### config.mk
export PLATFORM = sky130hd
export DESIGN_NAME = neuraedge_ni_rx
export DESIGN_NICKNAME = d
export VERILOG_FILES = /design/src/rtl/neuraedge_ni_rx.sv
export SDC_FILE = /design/constraint.sdc
export NUM_CORES = 1
export LEC_CHECK = 0
export ABC_CLOCK_PERIOD_IN_PS = 3000
export CAP_MARGIN = 10
export CORE_MARGIN = 2
export CORE_UTILIZATION = 41
export CTS_CLUSTER_DIAMETER = 200
export DETAILED_ROUTE_END_ITERATION = 12
export MAX_ROUTING_LAYER = met4
export PLACE_DENSITY = 0.77
export SLEW_MARGIN = 30
export SYNTH_ARGS = -nofsm -noshare
export SYNTH_HDL_FRONTEND = slang
export SYNTH_SLANG_ARGS = --single-unit
### constraint.sdc
create_clock -name clk -period 3 [get_ports clk]
set_clock_uncertainty 0.2 [all_clocks]
set_input_delay 0.3 -clock clk [delete_from_list [all_inputs] [get_ports clk]]
set_output_delay 0.3 -clock clk [all_outputs]
set_load 0.01 [all_outputs]
### src/rtl/neuraedge_ni_rx.sv
// rtl/neuraedge_ni_rx.sv - NoC network-interface receive stage: depacketizes flits into PE row-buffer writes.
// Optional header parity check enabled by defining NE_NI_PARITY_EN.
`timescale 1ns/1ps
module neuraedge_ni_rx #(
  parameter int PE_ROWS    = 32,
  parameter int PE_COLS    = 64,
  parameter int NOC_FLIT_W = 64,
  localparam int WORDS     = PE_COLS / 4,
  localparam int ROW_W     = $clog2(PE_ROWS),
  localparam int ADDR_W    = $clog2(WORDS)
) (
  input  logic                  clk,
  input  logic                  rst,
  input  logic [NOC_FLIT_W-1:0] flit_in,
  input  logic                  valid_in,
  output logic                  ready_out,
  output logic                  wr_valid,
  input  logic                  wr_ready,
  output logic [ROW_W-1:0]      wr_row,
  output logic                  wr_chan,
  output logic [ADDR_W-1:0]     wr_addr,
  output logic [NOC_FLIT_W-1:0] wr_data,
  output logic                  pkt_done,
  output logic                  err,
  output logic [1:0]            err_code
);

  localparam logic [8:0] WORDS_L   = 9'(WORDS);
  localparam logic [8:0] ROWS_L    = 9'(PE_ROWS);
  localparam logic [1:0] TYPE_HEAD = 2'b01;

  typedef enum logic [1:0] {S_IDLE, S_LOAD, S_DRAIN} state_t;

  state_t                state_q, state_d;
  logic [7:0]            cnt_q, cnt_d;
  logic [ADDR_W-1:0]     addr_q, addr_d;
  logic [ROW_W-1:0]      row_q, row_d;
  logic                  chan_q, chan_d;
  logic                  wr_valid_q, wr_valid_d;
  logic [ROW_W-1:0]      wr_row_q, wr_row_d;
  logic                  wr_chan_q, wr_chan_d;
  logic [ADDR_W-1:0]     wr_addr_q, wr_addr_d;
  logic [NOC_FLIT_W-1:0] wr_data_q, wr_data_d;
  logic [1:0]            err_code_q, err_code_d;

  logic       ready_c, accept, err_c, pkt_done_c, parity_bad, len_zero, len_row_bad;
  logic [1:0] code_c;
  logic [7:0] hdr_len;
  logic [7:0] hdr_row;

  assign hdr_len     = flit_in[55:48];
  assign hdr_row     = flit_in[47:40];
  assign len_zero    = (hdr_len == 8'd0);
  assign len_row_bad = ({1'b0, hdr_len} > WORDS_L) || ({1'b0, hdr_row} >= ROWS_L);

`ifdef NE_NI_PARITY_EN
  assign parity_bad = (^flit_in[63:1]) != flit_in[0];
`else
  assign parity_bad = 1'b0;
`endif

  // LOAD can accept whenever the output register is free or draining this cycle.
  assign ready_c = !rst && ((state_q != S_LOAD) || !wr_valid_q || wr_ready);
  assign accept  = valid_in && ready_c;

  always_comb begin
    state_d    = state_q;
    cnt_d      = cnt_q;
    addr_d     = addr_q;
    row_d      = row_q;
    chan_d     = chan_q;
    wr_valid_d = wr_valid_q && !wr_ready;
    wr_row_d   = wr_row_q;
    wr_chan_d  = wr_chan_q;
    wr_addr_d  = wr_addr_q;
    wr_data_d  = wr_data_q;
    err_c      = 1'b0;
    code_c     = err_code_q;
    pkt_done_c = 1'b0;
    case (state_q)
      S_IDLE: begin
        if (accept) begin
          if (flit_in[63:62] != TYPE_HEAD) begin
            err_c  = 1'b1;
            code_c = 2'd1;
          end else if (parity_bad) begin
            err_c  = 1'b1;
            code_c = 2'd3;
            if (!len_zero) begin
              cnt_d   = hdr_len;
              state_d = S_DRAIN;
            end
          end else if (len_zero) begin
            err_c  = 1'b1;
            code_c = 2'd2;
          end else if (len_row_bad) begin
            err_c   = 1'b1;
            code_c  = 2'd2;
            cnt_d   = hdr_len;
            state_d = S_DRAIN;
          end else begin
            row_d   = hdr_row[ROW_W-1:0];
            chan_d  = flit_in[32];
            cnt_d   = hdr_len;
            addr_d  = '0;
            state_d = S_LOAD;
          end
        end
      end
      S_LOAD: begin
        if (accept) begin
          wr_valid_d = 1'b1;
          wr_data_d  = flit_in;
          wr_addr_d  = addr_q;
          wr_row_d   = row_q;
          wr_chan_d  = chan_q;
          addr_d     = addr_q + 1'b1;
          cnt_d      = cnt_q - 8'd1;
          if (cnt_q == 8'd1) begin
            pkt_done_c = 1'b1;
            state_d    = S_IDLE;
          end
        end
      end
      S_DRAIN: begin
        if (accept) begin
          cnt_d = cnt_q - 8'd1;
          if (cnt_q == 8'd1) state_d = S_IDLE;
        end
      end
      default: state_d = S_IDLE;
    endcase
    err_code_d = code_c;
  end

  always_ff @(posedge clk or posedge rst) begin
    if (rst) begin
      state_q    <= S_IDLE;
      cnt_q      <= '0;
      addr_q     <= '0;
      row_q      <= '0;
      chan_q     <= 1'b0;
      wr_valid_q <= 1'b0;
      wr_row_q   <= '0;
      wr_chan_q  <= 1'b0;
      wr_addr_q  <= '0;
      wr_data_q  <= '0;
      err_code_q <= 2'd0;
    end else begin
      state_q    <= state_d;
      cnt_q      <= cnt_d;
      addr_q     <= addr_d;
      row_q      <= row_d;
      chan_q     <= chan_d;
      wr_valid_q <= wr_valid_d;
      wr_row_q   <= wr_row_d;
      wr_chan_q  <= wr_chan_d;
      wr_addr_q  <= wr_addr_d;
      wr_data_q  <= wr_data_d;
      err_code_q <= err_code_d;
    end
  end

  assign ready_out = ready_c;
  assign wr_valid  = wr_valid_q;
  assign wr_row    = wr_row_q;
  assign wr_chan   = wr_chan_q;
  assign wr_addr   = wr_addr_q;
  assign wr_data   = wr_data_q;
  assign pkt_done  = pkt_done_c;
  assign err       = err_c;
  assign err_code  = code_c;

endmodule

# Word level (Yosys, flattened, before mapping)

Index checks and enable logic that the tools add are counted.

Mux-type cells: 33
Bitwise operators: 3
Order comparisons: 2
Eq/ne operators: 12
Reductions and logical operators: 19
Add/sub/neg operators: 2

Operator list:

| cell                  | number |
|---|---|
| $mux W8               | 4 |
| $mux W2               | 11 |
| $mux W4               | 5 |
| $pmux W8 S2           | 1 |
| $reduce_and A5 Y1     | 3 |
| $mux W1               | 10 |
| $ne A2 B2 Y1 const B  | 5 |
| $eq A8 B1 Y1 const B  | 1 |
| $ge A8 B6 Y1 const B  | 1 |
| $gt A8 B5 Y1 const B  | 1 |
| $logic_not A8 Y1      | 1 |
| $ne A2 B1 Y1 const B  | 4 |
| $pmux W4 S2           | 1 |
| $sub A8 B1 Y8 const B | 1 |
| $reduce_and A6 Y1     | 1 |
| $add A4 B1 Y4 const B | 1 |
| $pmux W2 S2           | 1 |
| $reduce_bool A2 Y1    | 2 |
| $logic_and A1 B1 Y1   | 3 |
| $logic_not A1 Y1      | 3 |
| $logic_or A1 B1 Y1    | 3 |
| $not A1 Y1            | 3 |
| $eq A2 B1 Y1 const B  | 1 |
| $eq A2 B2 Y1 const B  | 1 |
| 3 further kinds       | 3 |

Input bits: 68
Bits in registers: 97
Output and inout port bits: 80
Logic and storage cells: 82

# Longest topological paths before layout

Gate-level depths: netlist of the first run.

Depth in word-level cells: 7
Gate-level depth with buffers: 8
Depth with buffers taken out: 7

# Worst setup path after synthesis of the first run

No wires, ideal clock.

Kind: in2out
Start point: input rst
End point: output ready_out
Setup slack: -0.198 ns
Data required time: 2.500 ns
Path buffers: 0
Cell stages on the path: 2
Arrival: 2.698 ns
Path through: inv_1 -> and2_1

Longest elaborated chain between the ends: 2

Ends and longest elaborated chain:

| item                       | line | source |
|---|---|---|
| start: declaration         | 13   | `input logic rst,` |
| $logic_not A1 Y1 (no line) | --   |  |
| $logic_and A1 B1 Y1        | 63   | `assign ready_c = !rst && ((state_q != S_LOAD) \|\| !wr_valid_q \|\| wr_ready);` |
| end: declaration           | 16   | `output logic ready_out,` |

Every way passes these cells.

# Worst setup path in the final report of the first run

Start point: input flit_in[48]
End point: output err

Longest elaborated chain between the ends: 7
Elaborated cells between the ends (all ways): 8
Classes of those cells: order compare (1); mux (5); reduce/logical (2)

Ends and longest elaborated chain:

| item               | line | source |
|---|---|---|
| start: declaration | 14   | `input logic [NOC_FLIT_W-1:0] flit_in,` |
| $gt A8 B5 Y1       | 54   | `assign len_row_bad = ({1'b0, hdr_len} > WORDS_L) \|\| ({1'b0, hdr_row} >= ROWS_L);` |
| $logic_or A1 B1 Y1 | 54   |  |
| $mux W1            | 96   | `end else if (len_row_bad) begin` |
| $mux W1 (*)        | 93   | `end else if (len_zero) begin` |
| $mux W1 (*)        | 83   | `if (flit_in[63:62] != TYPE_HEAD) begin` |
| $mux W1 (*)        | 82   | `if (accept) begin` |
| $mux W1 (*)        | 80   | `case (state_q)` |
| end: declaration   | 24   | `output logic err,` |

Every way passes the cells marked *; elsewhere a longest branch is shown, timed or not.

==> summary.txt, run 1 <==
Run status
  • Result of the run: finished, final reports clean

Cells and area
  • Final cell count without fillers: 757
  • Layout cells sized above 1: 8.173%
  • Final Core Density: 61.81%
  • Area growth from synthesis to layout: 45.89%
  • Number of nets in the final layout: 692
  • Final-layout fill cell count: 874
  • Ant. Diodes: 0

Floorplan
  • DIE HEIGHT: 104.7 um
  • Floorplan die width: 104.7 um
  • Number of standard-cell rows in the floorplan: 36
  • Area of the core: 9819 um2
  • Initial core utilization: 42.37%
  • Number of ports placed on the die boundary: 148
  • Die Footprint: 10,970 um2

Power and ir drop
  • Static leakage: 2.979 nW
  • Pwr Total: 3.908 mW
  • PD cells: 643.8 nW/um2
  • VDD IR-drop max: 0.4131 mV

Setup path
  • Reg2Reg Setup Slack: 0.70 ns
  • R2R Path End: cnt_q[3]$_DFFE_PP0P_
  • Kind of start point of the critical path: input pin
  • Startpoint of the worst-slack reg-to-reg timing path: state_q[0]$_DFFE_PP0P_
  • Largest fanout on the critical path: 4
  • Type of the setup path with the least slack: input pin to primary output
  • Count of cells along the worst register-to-register path: 5
  • Req. time, crit path: 2.50 ns
  • Sort of element at the end of the critical path: primary output
  • WP data arrival: 2.39 ns
  • CP startpoint: flit_in[48]
  • Worst setup path endpoint: err

Global routing
  • Wire length of the first global-routing pass: 17,620 um
  • Antenna violations before repair: 0
  • Overall global routing resource usage: 20.39%
  • Residual overflow from global routing: 0
  • Largest net degree at the start of global routing: 58
  • Vias in the first global route: 3,673

Logic synthesis
  • Most frequent cell after synthesis: sky130_fd_sc_hd__nand2_1
  • Synth top cells by count: sky130_fd_sc_hd__nand2_1 (227), sky130_fd_sc_hd__dfrtp_1 (97), sky130_fd_sc_hd__clkbuf_1 (20)
  • Most area-consuming cells after synthesis: sky130_fd_sc_hd__dfrtp_1 (58%), sky130_fd_sc_hd__nand2_1 (20%), sky130_fd_sc_hd__clkbuf_1 (1.8%)
  • Number of distinct library cells after synthesis: 53
  • Post-synth net total: 537
  • Flip-flop and latch count after synthesis: 97
  • Sequential cell area fraction in the yosys report: 58.35%
  • Top flip-flop cell by instance count after synthesis: sky130_fd_sc_hd__dfrtp_1
  • Share of synthesized flip-flops with an asynchronous set or reset: 100.0%
  • Yosys top cell area share: 58.35%
  • Syn_area_per_cell: 8.966 um2
  • Number of enable-type register cells in the synthesized netlist: 0
  • Yosys Warn Count: 0
  • Cell type contributing the most total cell area after synthesis: sky130_fd_sc_hd__dfrtp_1
  • Gate Count Post-Synth: 464
  • Netlist Area Pre-Place: 4160 um2

Clock tree
  • Maximum clock path buffer count: 2
  • Count of hold-fix buffers inserted at cts: 0
  • Register clock-pin slew on the reported worst setup and hold paths: 0.11 ns
  • Number of clock sinks: 97
  • Clock latency at the later pin of the worst-skew pair: 0.37 ns
  • H-tree levels: 3
  • CTS Root Buffer Type: sky130_fd_sc_hd__clkbuf_8
  • TritonCTS clock tree: built
  • Buffer count from post-CTS setup fixing: 0
  • Number of gates resized after CTS: 3
  • Num CTS Buffers: 9

Hold path
  • HP Class: input pin to flip-flop

STA
  • Final setup margin: 0.1053 ns
  • Final min period: 2.895 ns
  • Total negative slack: 0 ns
  • Max Fclk: 345.5 MHz
  • Relative max-transition margin: 52.15%
  • Final hold viol count: 0
  • Slew Viols, Final: 0
  • Transition time at the pin with the least slew margin: 0.7178 ns
  • RSZ-0062 raised after global routing: false
  • Tcrit/Tclk final: 96.49%
  • Final Setup Violations: 0

Routing
  • Vias: 3,696
  • Detail Route Antenna Nets: 0
  • Detailed-route wire length: 10,570 um
  • Via density: 4.882
  • Average wire length per cell after detail routing: 13.96 um
  • TritonRoute pass-1 iters: 4
  • Detailed-route DRC error count: 0
  • Drt first-iter violations: 217

Run
  • Max-cap check violation count: 0

Place
  • Port Buffers: 147
  • Final HPWL from detailed placement: 7690 um
  • Cell count after placement: 741
  • DP Worst Slack: -0.2681 ns
  • Final RePlAce weighted congestion: 0.9264
==> state kept, by name, indices dropped and copies added, names as in the netlist <==
register,cells
wr_valid,1
cnt_q,8
wr_addr,4
addr_q,4
chan_q,1
err_code_q,2
state_q,2
row_q,5
wr_row,5
wr_data,64
wr_chan,1
==> logic make-up (layout without fill, tap and decap cells) <==
family | count (synthesis) | in the layout | share of synthesized area (%)
xor+xnor | 1 | 1 | 0.2106
flops | 97 | 97 | 58.35
simple gates | 279 | 279 | 27.79
mux | 7 | 7 | 1.865
fa+ha+maj | 5 | 5 | 1.504
compound gates | 42 | 42 | 7.098
buf+inv | 33 | 193 | 3.188
==> metal layers <==
| layer | part of all wire, % | global-route usage [%] |
|---|---|---|
| met4 | 1.4 | 6.571 |
| met1 | 44 | 25.47 |
| met3 | 5.5 | 3.805 |
| met5 | 0 | - |
| met2 | 49 | 33.67 |
==> cells in the final DEF (no fill, tap or decap), drive strengths merged, types with 4 or more instances in the layout <==
cell type      count
nand2            227
clkdlybuf4s50    145
dfrtp             97
buf               20
nor2              15
inv               12
o21ai              9
clkbuf             9
a21oi              8
nand3              8
mux2               6
ha                 5
nor3               4
==> power breakdown <==
| group | total, mW | switching, mW | internal [mW] |
|---|---|---|---|
| logic | 1.30 | 0.611 | 0.686 |
| registers | 1.76 | 0.179 | 1.58 |
| clock network | 0.853 | 0.524 | 0.329 |
==> stage by stage <==
| step | instance area, um2 | hold slack, ns |
|---|---|---|
| 3_5_place_dp | 5871 | 0.2509 |
| 2_1_floorplan | 4164 | 0.2054 |
| 5_1_grt | 6070 | 0.2306 |
| 6_report | 6070 | 0.2416 |
| 4_1_cts | 6070 | 0.2280 |
| 3_3_place_gp | 5871 | 0.2480 |
==> how the worst min path moves through the flow <==
stage / from / endpoint / slack [ns] / depth (start not counted)
after floorplan: flit_in[0] / wr_data[0]$_DFFE_PP0P_ / 0.21 / 2
after global placement: row_q[3]$_DFFE_PP0P_ / wr_row[3]$_DFFE_PP0P_ / 0.25 / 2
after detailed placement: chan_q$_DFFE_PP0P_ / wr_chan$_DFFE_PP0P_ / 0.25 / 2
after CTS: flit_in[37] / wr_data[37]$_DFFE_PP0P_ / 0.23 / 3
after global routing: flit_in[37] / wr_data[37]$_DFFE_PP0P_ / 0.23 / 3
final: flit_in[37] / wr_data[37]$_DFFE_PP0P_ / 0.24 / 3
==> final cells by class <==
cell class              count  area, um2  area share (%)
repair buffers            167       1619           26.67
clock buffers               9      123.9           2.041
flip-flops and latches     97       2427           39.99
inverters                  10      41.29          0.6803
well taps                 133      166.4           2.742
clock inverters             7      75.07           1.237
multi-input cells         334       1617           26.63
==> critical path: stages <==
cell and delay [ns]:
sky130_fd_sc_hd__clkdlybuf4s50_1 0.45, sky130_fd_sc_hd__nor4_1 0.28, sky130_fd_sc_hd__buf_4 0.16, sky130_fd_sc_hd__xor2_1 0.05
sky130_fd_sc_hd__or4_4 0.52, sky130_fd_sc_hd__nor2_1 0.11, sky130_fd_sc_hd__nor2_1 0.05, sky130_fd_sc_hd__clkdlybuf4s50_1 0.47
Note: power is estimated with default switching activity, not from simulation.
==> run 2, diff against run 1 <==
--- a/config.mk
+++ b/config.mk
@@ -5,7 +5,6 @@
 export SDC_FILE = /design/constraint.sdc
 export NUM_CORES = 1
 export LEC_CHECK = 0
-export ABC_CLOCK_PERIOD_IN_PS = 3000
 export CAP_MARGIN = 10
 export CORE_MARGIN = 2
 export CORE_UTILIZATION = 41
==> results of run 2 <==
No change in the layout: final DEF, timing and power equal those of run 1.
==> run 3, diff against run 2 <==
--- a/config.mk
+++ b/config.mk
@@ -10,6 +10,7 @@
 export CORE_UTILIZATION = 41
 export CTS_CLUSTER_DIAMETER = 200
 export DETAILED_ROUTE_END_ITERATION = 12
+export GPL_TIMING_DRIVEN = 0
 export MAX_ROUTING_LAYER = met4
 export PLACE_DENSITY = 0.77
 export SLEW_MARGIN = 30
==> run 3 against run 2 <==
Against the previous run: clock power fell by 3.5%; sequential share of layout area fell by 0.43 points; critical path depth fell by 1; sequential power barely moved; sequential cell count did not move; first-iteration DRC count fell by 29%.
==> summary.txt, run 3 (synthesis gave the netlist of run 1 again) <==
Global routing
  • Largest net degree at the start of global routing: 30
  • Overall global routing resource usage: 22.23%
  • Wire length of the first global-routing pass: 19,170 um
  • Residual overflow from global routing: 0
  • Antenna violations before repair: 0
  • Vias in the first global route: 3,902

Setup path
  • Sort of element at the end of the critical path: primary output
  • CP max stage cell: sky130_fd_sc_hd__or4_4
  • Type of the setup path with the least slack: input pin to primary output
  • Largest fanout on the critical path: 5
  • Req. time, crit path: 2.50 ns
  • Kind of start point of the critical path: input pin
  • WP data arrival: 2.43 ns
  • Slowest cell delay on critical path: 0.55 ns
  • Cell breakdown of the critical path: clkdlybuf4s50_1 -> nor4_4 -> xor2_1 -> or4_4 -> nor2_1 -> nor2_1 -> clkdlybuf4s50_1

Clock tree
  • Num CTS Buffers: 9
  • TritonCTS clock tree: built
  • Maximum clock path buffer count: 2
  • Count of hold-fix buffers inserted at cts: 0
  • Number of clock sinks: 97
  • H-tree levels: 3
  • Register clock-pin slew on the reported worst setup and hold paths: 0.10 ns
  • Clock latency at the later pin of the worst-skew pair: 0.37 ns
  • CTS Root Buffer Type: sky130_fd_sc_hd__clkbuf_8

Floorplan
  • Number of ports placed on the die boundary: 148
  • Area of the core: 9819 um2
  • Number of standard-cell rows in the floorplan: 36
  • DIE HEIGHT: 104.7 um
  • Floorplan die width: 104.7 um
  • Initial core utilization: 42.37%
  • Die Footprint: 10,970 um2

Routing
  • Top routing layer used: met4
  • Sum of met2 wire segment lengths after detailed routing: 5701 um
  • Vias: 3,780
  • Detailed-route DRC error count: 0
  • Average wire length per cell after detail routing: 14.88 um
  • Metal3 WL: 633 um
  • Total routed wire length on the met1 layer: 4908 um
  • Via density: 4.941
  • TritonRoute pass-1 iters: 4
  • Detailed-route wire length: 11,380 um
  • Drt first-iter violations: 153
  • Detail Route Antenna Nets: 0

Power and ir drop
  • Cell-internal power: 2.615 mW
  • Seq pwr share: 45.1%
  • Logic pwr share: 33.8%
  • Net Sw Power: 1.297 mW
  • Clock Power Share: 21.0%
  • Static leakage: 2.986 nW
  • VDD IR-drop max: 0.2820 mV
  • Pwr Total: 3.912 mW
  • PD cells: 637.6 nW/um2
  • Sw Share: 33.16%

Run
  • Max-cap check violation count: 0

Cells and area
  • Area growth from synthesis to layout: 47.49%
  • Final Core Density: 62.49%
  • Leading cell type in the layout, fill and taps excluded: sky130_fd_sc_hd__nand2_1
  • Most frequent cells in the layout: sky130_fd_sc_hd__nand2_1 (227), sky130_fd_sc_hd__clkdlybuf4s50_1 (144), sky130_fd_sc_hd__dfrtp_1 (97)
  • Max FFs per register: 64
  • Layout cells sized above 1: 6.487%
  • Number of nets in the final layout: 700
  • Ant. Diodes: 0

STA
  • Final Setup Violations: 0
  • Final hold viol count: 0
  • Transition time at the pin with the least slew margin: 0.5507 ns
  • Final min period: 2.930 ns
  • RSZ-0062 raised after global routing: false
  • Slew Viols, Final: 0
  • Relative max-transition margin: 63.09%
  • Max Fclk: 341.3 MHz
  • Tcrit/Tclk final: 97.67%

Place
  • Final RePlAce weighted congestion: 0.8406
  • Port Buffers: 147
  • Final HPWL from detailed placement: 8732 um

Run status
  • Result of the run: finished, final reports clean

Hold path
  • HP Class: input pin to async pin
[run 3: cell count changes in the layout (fill, tap and decap cells not counted), moves of 2 or more]
| cell | delta |
|---|---|
| sky130_fd_sc_hd__inv_6 | +2 |
| sky130_fd_sc_hd__buf_4 | -18 |
| sky130_fd_sc_hd__clkbuf_1 | +19 |
| sky130_fd_sc_hd__inv_8 | -2 |
| sky130_fd_sc_hd__buf_16 | +3 |
| sky130_fd_sc_hd__clkbuf_8 | +2 |
[run 3: timing repair]
action                                  CTS  global route
endpoints found under the setup margin   10             4
gates resized for setup                  10             2
buffers inserted                          1             1
pin swaps                                 1             1
[run 3: power groups by stage]
stage / Sequential [mW] / Clock, mW / Combinational, mW
2_1_floorplan: 1.85 / 0 / 0.541
6_report: 1.76 / 0.823 / 1.32
3_5_place_dp: 1.79 / 0 / 1.33
3_3_place_gp: 1.77 / 0 / 1.28
4_1_cts: 1.76 / 0.835 / 1.35
5_1_grt: 1.80 / 0.905 / 1.45
[run 3: cell type report]
cell class	count	area, um2
buffer	22	93.84
clock buffer	10	137.6
clock inverter	6	50.05
fill	854	3684
inverter	10	41.29
multi-input combinational	334	1630
sequential	97	2427
tap	133	166.4
timing repair buffer	153	1589
[run 3: path summary, 6_finish.rpt]
path | cells after the start | startpoint | to | slack (ns)
max reg2reg | 8 | state_q[1]$_DFFE_PP0P_ | wr_data[53]$_DFFE_PP0P_ | 0.58
min reg2reg | 2 | row_q[3]$_DFFE_PP0P_ | wr_row[3]$_DFFE_PP0P_ | 0.27
min in group clk | 3 | flit_in[48] | wr_data[48]$_DFFE_PP0P_ | 0.11
max in group asynchronous | 5 | rst | wr_chan$_DFFE_PP0P_ | 1.71
max | 7 | flit_in[49] | err | 0.07
min | 2 | rst | err_code_q[1]$_DFF_PP0_ | 0.07
[run 3: metal layers]
metal	up-vias	global-route usage [%]
li1	1829	-
met1	1810	27.95
met2	122	37.24
met3	19	4.367
met4	0	5.333
met5	-	-
[run 3: per-stage QoR]
stage | instances | TNS [ns] | cell area [um2] | worst slack [ns] | hold WS, ns
3_5_place_dp | 748 | -4.542 | 5904 | -0.6006 | 0.2541
5_1_grt | 765 | 0 | 6136 | 0.0001918 | 0.1115
3_3_place_gp | 744 | -5.563 | 5802 | -1.230 | 0.2476
6_report | 765 | 0 | 6136 | 0.06997 | 0.07447
2_1_floorplan | 464 | 0 | 4164 | 0.3866 | 0.2054
4_1_cts | 765 | 0 | 6135 | 0.03299 | 0.06487
[run 3: worst max-delay path: cells and delay by family]
kind                   cells  cell delay, ns
AND/OR/NAND/NOR            4            1.04
buffers and inverters      2            0.99
XOR/XNOR                   1            0.10
